[config.mk]
export PLATFORM = sky130hd
export DESIGN_NAME = maze_wavefront_solver
export DESIGN_NICKNAME = d
export VERILOG_FILES = /design/src/rtl/maze_pkg.sv /design/src/rtl/maze_flood_cell.sv /design/src/rtl/maze_wavefront_solver.sv
export SDC_FILE = /design/constraint.sdc
export NUM_CORES = 2
export LEC_CHECK = 0
export ABC_AREA = 1
export BUFFER_PORTS_ARGS = -buffer_cell sky130_fd_sc_hd__buf_2
export CORE_UTILIZATION = 30
export CTS_CLUSTER_SIZE = 40
export DETAILED_ROUTE_END_ITERATION = 16
export PLACE_DENSITY = 0.52
export SLEW_MARGIN = 20
export SYNTH_ARGS = -nofsm -noshare
export SYNTH_HDL_FRONTEND = slang
export SYNTH_HIERARCHICAL = 1
export SYNTH_SLANG_ARGS = --single-unit
[constraint.sdc]
create_clock -name clk -period 58 [get_ports clk]
set_input_delay 11.6 -clock clk [delete_from_list [all_inputs] [get_ports clk]]
set_output_delay 11.6 -clock clk [all_outputs]
set_load 0.01 [all_outputs]
[src/rtl/maze_pkg.sv]
// Shared types and helpers for the wavefront maze solver.
// No logic of its own; is_wall() treats anything off-grid as a wall.
// No flow control here.
package maze_pkg;

   typedef enum logic [2:0] {
      ST_IDLE,
      ST_LOAD,
      ST_FLOOD,
      ST_TRACE,
      ST_DONE
   } state_t;

   typedef enum logic [1:0] {
      DIR_N = 2'd0,
      DIR_E = 2'd1,
      DIR_S = 2'd2,
      DIR_W = 2'd3
   } dir_t;

   localparam int MAX_CELLS = 4096;
   localparam int MAX_IW    = $clog2(MAX_CELLS);

   // flat holds wall bits at index y*w+x; padding above w*h is don't-care
   function automatic logic is_wall(input int x, input int y, input int w, input int h,
                                    input logic [MAX_CELLS-1:0] flat);
      logic [MAX_IW-1:0] idx;
      if (x < 0 || x >= w || y < 0 || y >= h) begin
         return 1'b1;
      end
      idx = MAX_IW'(y * w + x);
      return flat[idx];
   endfunction

endpackage

[src/rtl/maze_flood_cell.sv]
// One grid cell of the BFS wavefront: visited flag plus the direction it was reached from.
// Latency: becomes visited one cycle after any enabled neighbour is visited.
// No backpressure; clr_i has priority over en_i and loads seed_i.
module maze_flood_cell
   import maze_pkg::*;
(
   input  logic       clk,
   input  logic       rst_n,
   input  logic       clr_i,
   input  logic       seed_i,
   input  logic       en_i,
   input  logic       wall_i,
   input  logic [3:0] nb_vis_i,
   output logic       visited_o,
   output logic       newly_set_o,
   output dir_t       dir_o
);

   logic visited_q, visited_d;
   dir_t dir_q, dir_d;
   dir_t first_dir;

   // nb_vis_i is indexed by dir_t, so lowest set bit is the highest priority
   always_comb begin
      if (nb_vis_i[0]) begin
         first_dir = DIR_N;
      end else if (nb_vis_i[1]) begin
         first_dir = DIR_E;
      end else if (nb_vis_i[2]) begin
         first_dir = DIR_S;
      end else begin
         first_dir = DIR_W;
      end
   end

   assign newly_set_o = en_i && !visited_q && !wall_i && (|nb_vis_i);

   always_comb begin
      visited_d = visited_q;
      dir_d     = dir_q;
      if (clr_i) begin
         visited_d = seed_i;
         dir_d     = DIR_N;
      end else if (newly_set_o) begin
         visited_d = 1'b1;
         dir_d     = first_dir;
      end
   end

   always_ff @(posedge clk or negedge rst_n) begin
      if (!rst_n) begin
         visited_q <= 1'b0;
         dir_q     <= DIR_N;
      end else begin
         visited_q <= visited_d;
         dir_q     <= dir_d;
      end
   end

   assign visited_o = visited_q;
   assign dir_o     = dir_q;

endmodule

[src/rtl/maze_wavefront_solver.sv]
// Shortest-path maze solver: one BFS layer per cycle, then a one-cell-per-cycle backtrace.
// Latency: 2d+2 cycles from accepted start for a path of distance d; 2 cycles for a bad request.
// start is only accepted in IDLE or DONE; it is ignored while busy.
module maze_wavefront_solver
   import maze_pkg::*;
#(
   parameter int W  = 15,
   parameter int H  = 15,
   parameter int XW = $clog2(W),
   parameter int YW = $clog2(H),
   parameter int LW = $clog2(W*H+1)
) (
   input  logic                clk,
   input  logic                rst_n,
   input  logic                start,
   input  logic [H-1:0][W-1:0] maze,
   input  logic [XW-1:0]       sx,
   input  logic [YW-1:0]       sy,
   input  logic [XW-1:0]       ex,
   input  logic [YW-1:0]       ey,
   output logic                busy,
   output logic                done,
   output logic                found,
   output logic [H-1:0][W-1:0] path,
   output logic [LW-1:0]       path_len
);

   localparam int N  = W * H;
   localparam int CW = (N > 1) ? $clog2(N) : 1;

   state_t              state_q;
   logic [H-1:0][W-1:0] maze_q;
   logic [H-1:0][W-1:0] path_q;
   logic [XW-1:0]       sx_q, ex_q, cur_x_q;
   logic [YW-1:0]       sy_q, ey_q, cur_y_q;
   logic [LW-1:0]       path_len_q;
   logic                busy_q, done_q, found_q, invalid_q;

   logic [MAX_CELLS-1:0] maze_flat;
   logic                 req_ok;
   logic [CW-1:0]        src_idx, exit_idx, cur_idx;
   logic                 clr_cells, en_cells, any_new;
   logic [N-1:0]         vis, newly;
   dir_t                 cell_dir [N];

   assign maze_flat = {{(MAX_CELLS - N){1'b1}}, maze_q};
   assign req_ok    = !is_wall(int'(sx_q), int'(sy_q), W, H, maze_flat) &&
                      !is_wall(int'(ex_q), int'(ey_q), W, H, maze_flat);

   assign src_idx  = CW'(int'(sy_q) * W + int'(sx_q));
   assign exit_idx = CW'(int'(ey_q) * W + int'(ex_q));
   assign cur_idx  = CW'(int'(cur_y_q) * W + int'(cur_x_q));

   assign clr_cells = (state_q == ST_LOAD);
   assign en_cells  = (state_q == ST_FLOOD) && !invalid_q;
   assign any_new   = |newly;

   for (genvar gy = 0; gy < H; gy++) begin : g_row
      for (genvar gx = 0; gx < W; gx++) begin : g_col
         localparam int I = gy * W + gx;
         logic [3:0] nb;

         // Off-grid neighbours read as unvisited, so there is no wrap-around
         if (gy > 0)     begin : g_n  assign nb[0] = vis[I-W]; end else begin : g_n0 assign nb[0] = 1'b0; end
         if (gx < W - 1) begin : g_e  assign nb[1] = vis[I+1]; end else begin : g_e0 assign nb[1] = 1'b0; end
         if (gy < H - 1) begin : g_s  assign nb[2] = vis[I+W]; end else begin : g_s0 assign nb[2] = 1'b0; end
         if (gx > 0)     begin : g_w  assign nb[3] = vis[I-1]; end else begin : g_w0 assign nb[3] = 1'b0; end

         maze_flood_cell u_cell (
            .clk         (clk),
            .rst_n       (rst_n),
            .clr_i       (clr_cells),
            .seed_i      (req_ok && (src_idx == CW'(I))),
            .en_i        (en_cells),
            .wall_i      (maze_q[gy][gx]),
            .nb_vis_i    (nb),
            .visited_o   (vis[I]),
            .newly_set_o (newly[I]),
            .dir_o       (cell_dir[I])
         );
      end
   end

   always_ff @(posedge clk or negedge rst_n) begin
      if (!rst_n) begin
         state_q    <= ST_IDLE;
         maze_q     <= '0;
         sx_q       <= '0;
         sy_q       <= '0;
         ex_q       <= '0;
         ey_q       <= '0;
         cur_x_q    <= '0;
         cur_y_q    <= '0;
         path_q     <= '0;
         path_len_q <= '0;
         busy_q     <= 1'b0;
         done_q     <= 1'b0;
         found_q    <= 1'b0;
         invalid_q  <= 1'b0;
      end else begin
         case (state_q)
            ST_IDLE, ST_DONE: begin
               if (start) begin
                  state_q    <= ST_LOAD;
                  maze_q     <= maze;
                  sx_q       <= sx;
                  sy_q       <= sy;
                  ex_q       <= ex;
                  ey_q       <= ey;
                  path_q     <= '0;
                  path_len_q <= '0;
                  found_q    <= 1'b0;
                  done_q     <= 1'b0;
                  busy_q     <= 1'b1;
               end
            end
            ST_LOAD: begin
               // A rejected request still spends one FLOOD cycle with the cells idle
               invalid_q <= !req_ok;
               cur_x_q   <= ex_q;
               cur_y_q   <= ey_q;
               if (req_ok && (sx_q == ex_q) && (sy_q == ey_q)) begin
                  state_q <= ST_TRACE;
               end else begin
                  state_q <= ST_FLOOD;
               end
            end
            ST_FLOOD: begin
               if (invalid_q) begin
                  state_q <= ST_DONE;
                  busy_q  <= 1'b0;
                  done_q  <= 1'b1;
               end else if (newly[exit_idx]) begin
                  state_q <= ST_TRACE;
               end else if (!any_new) begin
                  state_q <= ST_DONE;
                  busy_q  <= 1'b0;
                  done_q  <= 1'b1;
               end
            end
            ST_TRACE: begin
               path_q[cur_y_q][cur_x_q] <= 1'b1;
               path_len_q               <= path_len_q + LW'(1);
               if ((cur_x_q == sx_q) && (cur_y_q == sy_q)) begin
                  state_q <= ST_DONE;
                  found_q <= 1'b1;
                  done_q  <= 1'b1;
                  busy_q  <= 1'b0;
               end else begin
                  case (cell_dir[cur_idx])
                     DIR_N:   cur_y_q <= cur_y_q - YW'(1);
                     DIR_E:   cur_x_q <= cur_x_q + XW'(1);
                     DIR_S:   cur_y_q <= cur_y_q + YW'(1);
                     default: cur_x_q <= cur_x_q - XW'(1);
                  endcase
               end
            end
            default: state_q <= ST_IDLE;
         endcase
      end
   end

   assign busy     = busy_q;
   assign done     = done_q;
   assign found    = found_q;
   assign path     = path_q;
   assign path_len = path_len_q;

endmodule
# ---- Yosys cells after proc, flatten, opt, wreduce, memory -nomap -nowiden
# Index checks and enable logic that the tools add are counted.
dict set report classes {
  n_bitwise 2
  addsub 8
  n_mux 1579
  n_reduce_logical 1829
  n_lt_le_gt_ge 12
  mul 3
  n_eq_ne 242
}
# cell n
set ops {}
lappend ops {{2-bit two-way mux} 872}
lappend ops {{1-bit logical AND} 907}
lappend ops {{8-bit equality test (second input constant)} 97}
lappend ops {{1-bit two-way mux} 681}
lappend ops {{4-bit OR reduction} 169}
lappend ops {{8-bit by 7-bit equality test with 1-bit output (second input constant)} 64}
lappend ops {{1-bit logical NOT} 454}
lappend ops {{2-bit nonzero test} 227}
lappend ops {{225-bit case mux with 2 select lines} 1}
lappend ops {{8-bit by 6-bit equality test with 1-bit output (second input constant)} 32}
lappend ops {{225-bit two-way mux} 1}
lappend ops {{225-bit bitwise OR} 1}
lappend ops {{225-bit OR reduction} 1}
lappend ops {{3-bit OR reduction} 52}
lappend ops {{8-bit by 5-bit equality test with 1-bit output (second input constant)} 16}
lappend ops {{8-bit by 4-bit equality test with 1-bit output (second input constant)} 8}
lappend ops {{15-bit demux with 4-bit select} 1}
lappend ops {{8-bit by 3-bit equality test with 1-bit output (second input constant)} 4}
lappend ops {{4-bit case mux with 2 select lines} 4}
lappend ops {{12-bit by 13-bit < comparator with 1-bit output (second input constant)} 2}
lappend ops {{1-bit binary-select mux with 12-bit select} 2}
lappend ops {{4-bit by 4-bit multiplier with 8-bit output (second input constant)} 3}
lappend ops {{8-bit by 4-bit adder with 9-bit output} 2}
lappend ops {{2-bit binary-select mux with 8-bit select} 1}
lappend ops {{40 further kinds} 73}
dict set report totals {
  elab_cells 4167
  output_inout_bits 236
  in_bits 244
  reg_bits 1164
}

# ---- Depth between registers and ports, before layout
dict set report logic_depth {
  word_depth 11
  mapped_depth 28
  depth_no_buf 27
}

# ---- Hierarchy
# The synthesis kept the hierarchy.
# module cells_each seq_area_each_um2 instances area_per_inst_um2
set modules_own_cells {}
lappend modules_own_cells {maze_flood_cell 26 75.1 225 203.9}
lappend modules_own_cells {maze_wavefront_solver 5124 12236.7 1 33317.0}

# ---- Worst setup path before layout
# OpenSTA, ideal clock, no wires.
dict set report synth_timing {
  kind {reg2reg}
  startpoint {register state_q[2]}
  endpoint {register cur_y_q[0]}
  t_required_ns 57.844
  slack_ns 33.858
  stages_incl_launch_ff 7
  arrival_time_ns 23.985
  path_buffers 0
  setup_ns 0.156
  period_less_slack_ns 24.142
  cell_sequence {dfrtp_1 > nor2_1 > inv_1 > nor2_1 > inv_1 > nand2_1 > o21ai_0}
}
dict set report synth_between {
  elab_chain_cells 3
  word_cells_on_any_way 7
  cone_classes {4 x eq/ne; 1 x mux; 2 x reduce/logical}
}
# element line_no
set synth_rtl {}
lappend synth_rtl {{start: declaration} maze_wavefront_solver.sv:31} ;# state_t state_q;
lappend synth_rtl {{start signal: assignment} maze_wavefront_solver.sv:86} ;# state_q <= ST_IDLE;
lappend synth_rtl {{start signal: assignment} maze_wavefront_solver.sv:104} ;# state_q <= ST_LOAD;
lappend synth_rtl {{start signal: assignment} maze_wavefront_solver.sv:123} ;# state_q <= ST_TRACE;
lappend synth_rtl {{3-bit by 1-bit equality test with 1-bit output *} n/a}
lappend synth_rtl {{named net clr_cells} maze_wavefront_solver.sv:42} ;# logic clr_cells, en_cells, any_new;
lappend synth_rtl {{2-bit nonzero test (no line)} n/a}
lappend synth_rtl {{3-bit AND reduction (no line)} n/a}
lappend synth_rtl {{end signal: assignment} maze_wavefront_solver.sv:121} ;# cur_y_q <= ey_q;
lappend synth_rtl {{end signal: assignment} maze_wavefront_solver.sv:151} ;# DIR_N: cur_y_q <= cur_y_q - YW'(1);
lappend synth_rtl {{end signal: assignment} maze_wavefront_solver.sv:153} ;# DIR_S: cur_y_q <= cur_y_q + YW'(1);
lappend synth_rtl {{end: declaration} maze_wavefront_solver.sv:35} ;# logic [YW-1:0] sy_q, ey_q, cur_y_q;
# Mark *: on every way through the listed nets, which the timed path passes. The rest lies on a longest branch.
# A chain may end at the register's enable or synchronous reset.

# ---- Worst setup path after layout
dict set report layout_timing {
  startpoint {input port start}
  endpoint {register path_q (netlist bit path[45])}
}
dict set report layout_between {
  elab_chain_cells 2
}
# element line_no
set layout_rtl {}
lappend layout_rtl {{start: declaration} maze_wavefront_solver.sv:15} ;# input logic start,
lappend layout_rtl {{2-bit != test (no line)} n/a}
lappend layout_rtl {{2-bit AND reduction (no line)} n/a}
lappend layout_rtl {{end signal: assignment} maze_wavefront_solver.sv:94} ;# path_q <= '0;
lappend layout_rtl {{end signal: assignment} maze_wavefront_solver.sv:110} ;# path_q <= '0;
lappend layout_rtl {{end signal: indexed assignment} maze_wavefront_solver.sv:142} ;# path_q[cur_y_q][cur_x_q] <= 1'b1;
lappend layout_rtl {{end: declaration} maze_wavefront_solver.sv:33} ;# logic [H-1:0][W-1:0] path_q;
# Every way passes these cells.

==> metrics <==
clock buffer depth 3; clock slew at reported path FFs 0.07 ns; layout cells sized above 1 0.2335; hpwl dp 233200 um; largest net degree at the start of global routing 146; initial antenna violation count 30; DRC 0; worst clock skew 0.07915 ns; Cells after Synth 10970; DRT iter0 DRCs 7630; fmax 0.06786 GHz; RSZ-0062 raised after global routing false; WL/cell 22.26 um; CP max FO 101; Crit path required time 58.81 ns; Post-synth top flop dfrtp_1; final wirelength 335900 um; CORE AREA 0.2625 mm2; antenna-violating nets left 0; area of the multi-input gates 0.04473 mm2; via count 75430; Post-Syn Area 0.07920 mm2; fill count 28330; Row Count 188; Port Buffers 479; fin. max-slew vios 0; first-pass GRT wire length 489900 um; Ys Warns 6; Synth Register Bits 1164; Fin. Hold Viols 0; routability congestion estimate 0.8938; CTS tree built; Post-CTS Setup Inserts 0; vias per inst 4.998; clk root buf clkbuf_16; crit share post-route 0.2541; Worst Path Class, Setup primary input to flip-flop; Max Cap Viol 0; Reg area 0.02913 mm2; clk sinks 1164; crit path launch type primary input; Post-synth ARST share 1.000; post-synth cell types 43; vias in the first global route 70050; ranking of synthesized cells by area dfrtp_1, nand2_1, nand3_1; CTS Hold Buffers Added 0; register area share after synthesis 0.3678; total grt overflow 0; Top-Level Pins 480; Layout Nets 11790; Crit. End Element flip-flop; final setup TNS 0 ns; DP Cell Count 14820; result of the run finished, final reports clean; top-area cell type share of the netlist area 0.3678; die height 515.8 um; H-Tree Depth 4; Area growth syn-to-layout 15.21%; slew margin rel. 0.08464; die area 0.2661 mm2; number of synthesized flops with an enable pin 0; post_cts resized 0; Worst-Skew Late Latency 0.88 ns; final setup fails 0; Num CTS Buffers 148; Synth Area per Inst 7.217 um2; Post-Layout Cell Count 15090; Worst Hold Class flip-flop to flip-flop; DRT Pass-1 Iters 6; Starting Density 0.3017; min Tclk post-route 14.74 ns; GRT Util Overall 0.2481; crit path DAT 15.55 ns; Die Span X 515.8 um; worst-margin pin slew 1.373 ns; Synth area leader dfrtp_1
## metal layers
| layer | GRT usage | part of all wire | vias up |
|---|---|---|---|
| met5 | 0 | 0.00075 | - |
| met4 | 0.08022 | 0.033 | 40 |
| met3 | 0.04696 | 0.077 | 519 |
| met2 | 0.3758 | 0.43 | 2732 |
| met1 | 0.3519 | 0.46 | 36300 |
| li1 | - | - | 35840 |
## area by class of cell
| class | count | share of cell area |
|---|---|---|
| multi-input combinational | 8377 | 0.4902 |
| inverter | 1169 | 0.04838 |
| sequential | 1164 | 0.3192 |
| tap | 3515 | 0.04820 |
| timing repair buffer | 593 | 0.03654 |
| antenna | 5 | 0.0001371 |
| clock buffer | 206 | 0.04615 |
| clock inverter | 63 | 0.01115 |
## layout by cell type, fill, tap and decap left out, types with 14 or more instances in the layout
cell type  count
or2_1        225
o21ai_0      634
ha_1          60
a22oi_1       29
clkinv_2      24
clkbuf_16    148
nand3_1     1203
inv_1        931
clkbuf_1      29
fa_1          21
buf_2        478
a21oi_1       43
dfrtp_1     1164
nor2_2       229
conb_1       105
nor2_4       461
nand4_1      258
clkbuf_8      29
o211ai_1     101
nand2_1     2780
nor2_1       945
nand2_4      226
nor3_1       233
inv_2        231
clkinv_16     14
nor4_1        57
buf_4        108
nand2_2      689
## synth_stat cells (226+ instances only)
| cell | instances |
|---|---|
| clkbuf_1 | 236 |
| dfrtp_1 | 1164 |
| inv_1 | 939 |
| inv_2 | 230 |
| nand2_1 | 2782 |
| nand2_2 | 687 |
| nand2_4 | 226 |
| nand3_1 | 1203 |
| nand4_1 | 258 |
| nor2_1 | 952 |
| nor2_2 | 229 |
| nor2_4 | 454 |
| nor3_1 | 234 |
| o21ai_0 | 634 |
## state kept, by name (all words and copies together), names as in the netlist, 3 cells and up
signal and flops:
cur_x_q 4, cur_y_q 4, ex_q 4, ey_q 4, g_row.g_col.u_cell/dir_o 450, g_row.g_col.u_cell/visited_o 225
maze_flat 225, path 225, path_len 8, state_q 3, sx_q 4, sy_q 4
## path summary, 6_finish.rpt
path	start	endpoint	slack, ns	depth (start not counted)
min reg2reg	path[38]	path[38]	0.48	2
max	start	path[45]	43.26	10
min	path[38]	path[38]	0.48	2
max in group asynchronous	rst_n	path[189]	43.37	5
min in group asynchronous	rst_n	maze_flat[141]	10.81	1
max reg2reg	ey_q[0]	g_row[14].g_col[2].u_cell/visited_o	50.20	27
## cells by family after synthesis
family	Yosys count	synth area share
other cells	1	0.00004735
buf+inv	1537	0.07494
compound gates	834	0.05734
simple gates	7326	0.4810
fa+ha+maj	89	0.01624
xor+xnor	23	0.002638
flops	1164	0.3678
## critical path, cell delays in order
cell and delay, ns:
buf_2 0.11, inv_1 0.08, nor2_4 0.04, buf_4 0.31, inv_8 0.45, buf_6 0.66, buf_4 0.89, buf_4 0.92
a22oi_1 0.21, inv_1 0.09
## through the flow
stage          area, um2    util  setup slack [ns]  hold WS, ns
2_1_floorplan      79600       -             33.86       0.4505
3_3_place_gp       86000  0.3276             41.94       0.4609
3_5_place_dp       86000  0.3276             41.99       0.4629
4_1_cts            91230  0.3475             42.93       0.4800
5_1_grt            91240  0.3476             42.87       0.4963
6_report           91250  0.3476             43.26       0.4787
Power is not shown: default switching activity piles up to over one toggle a cycle in this logic, so the estimate is an artifact.
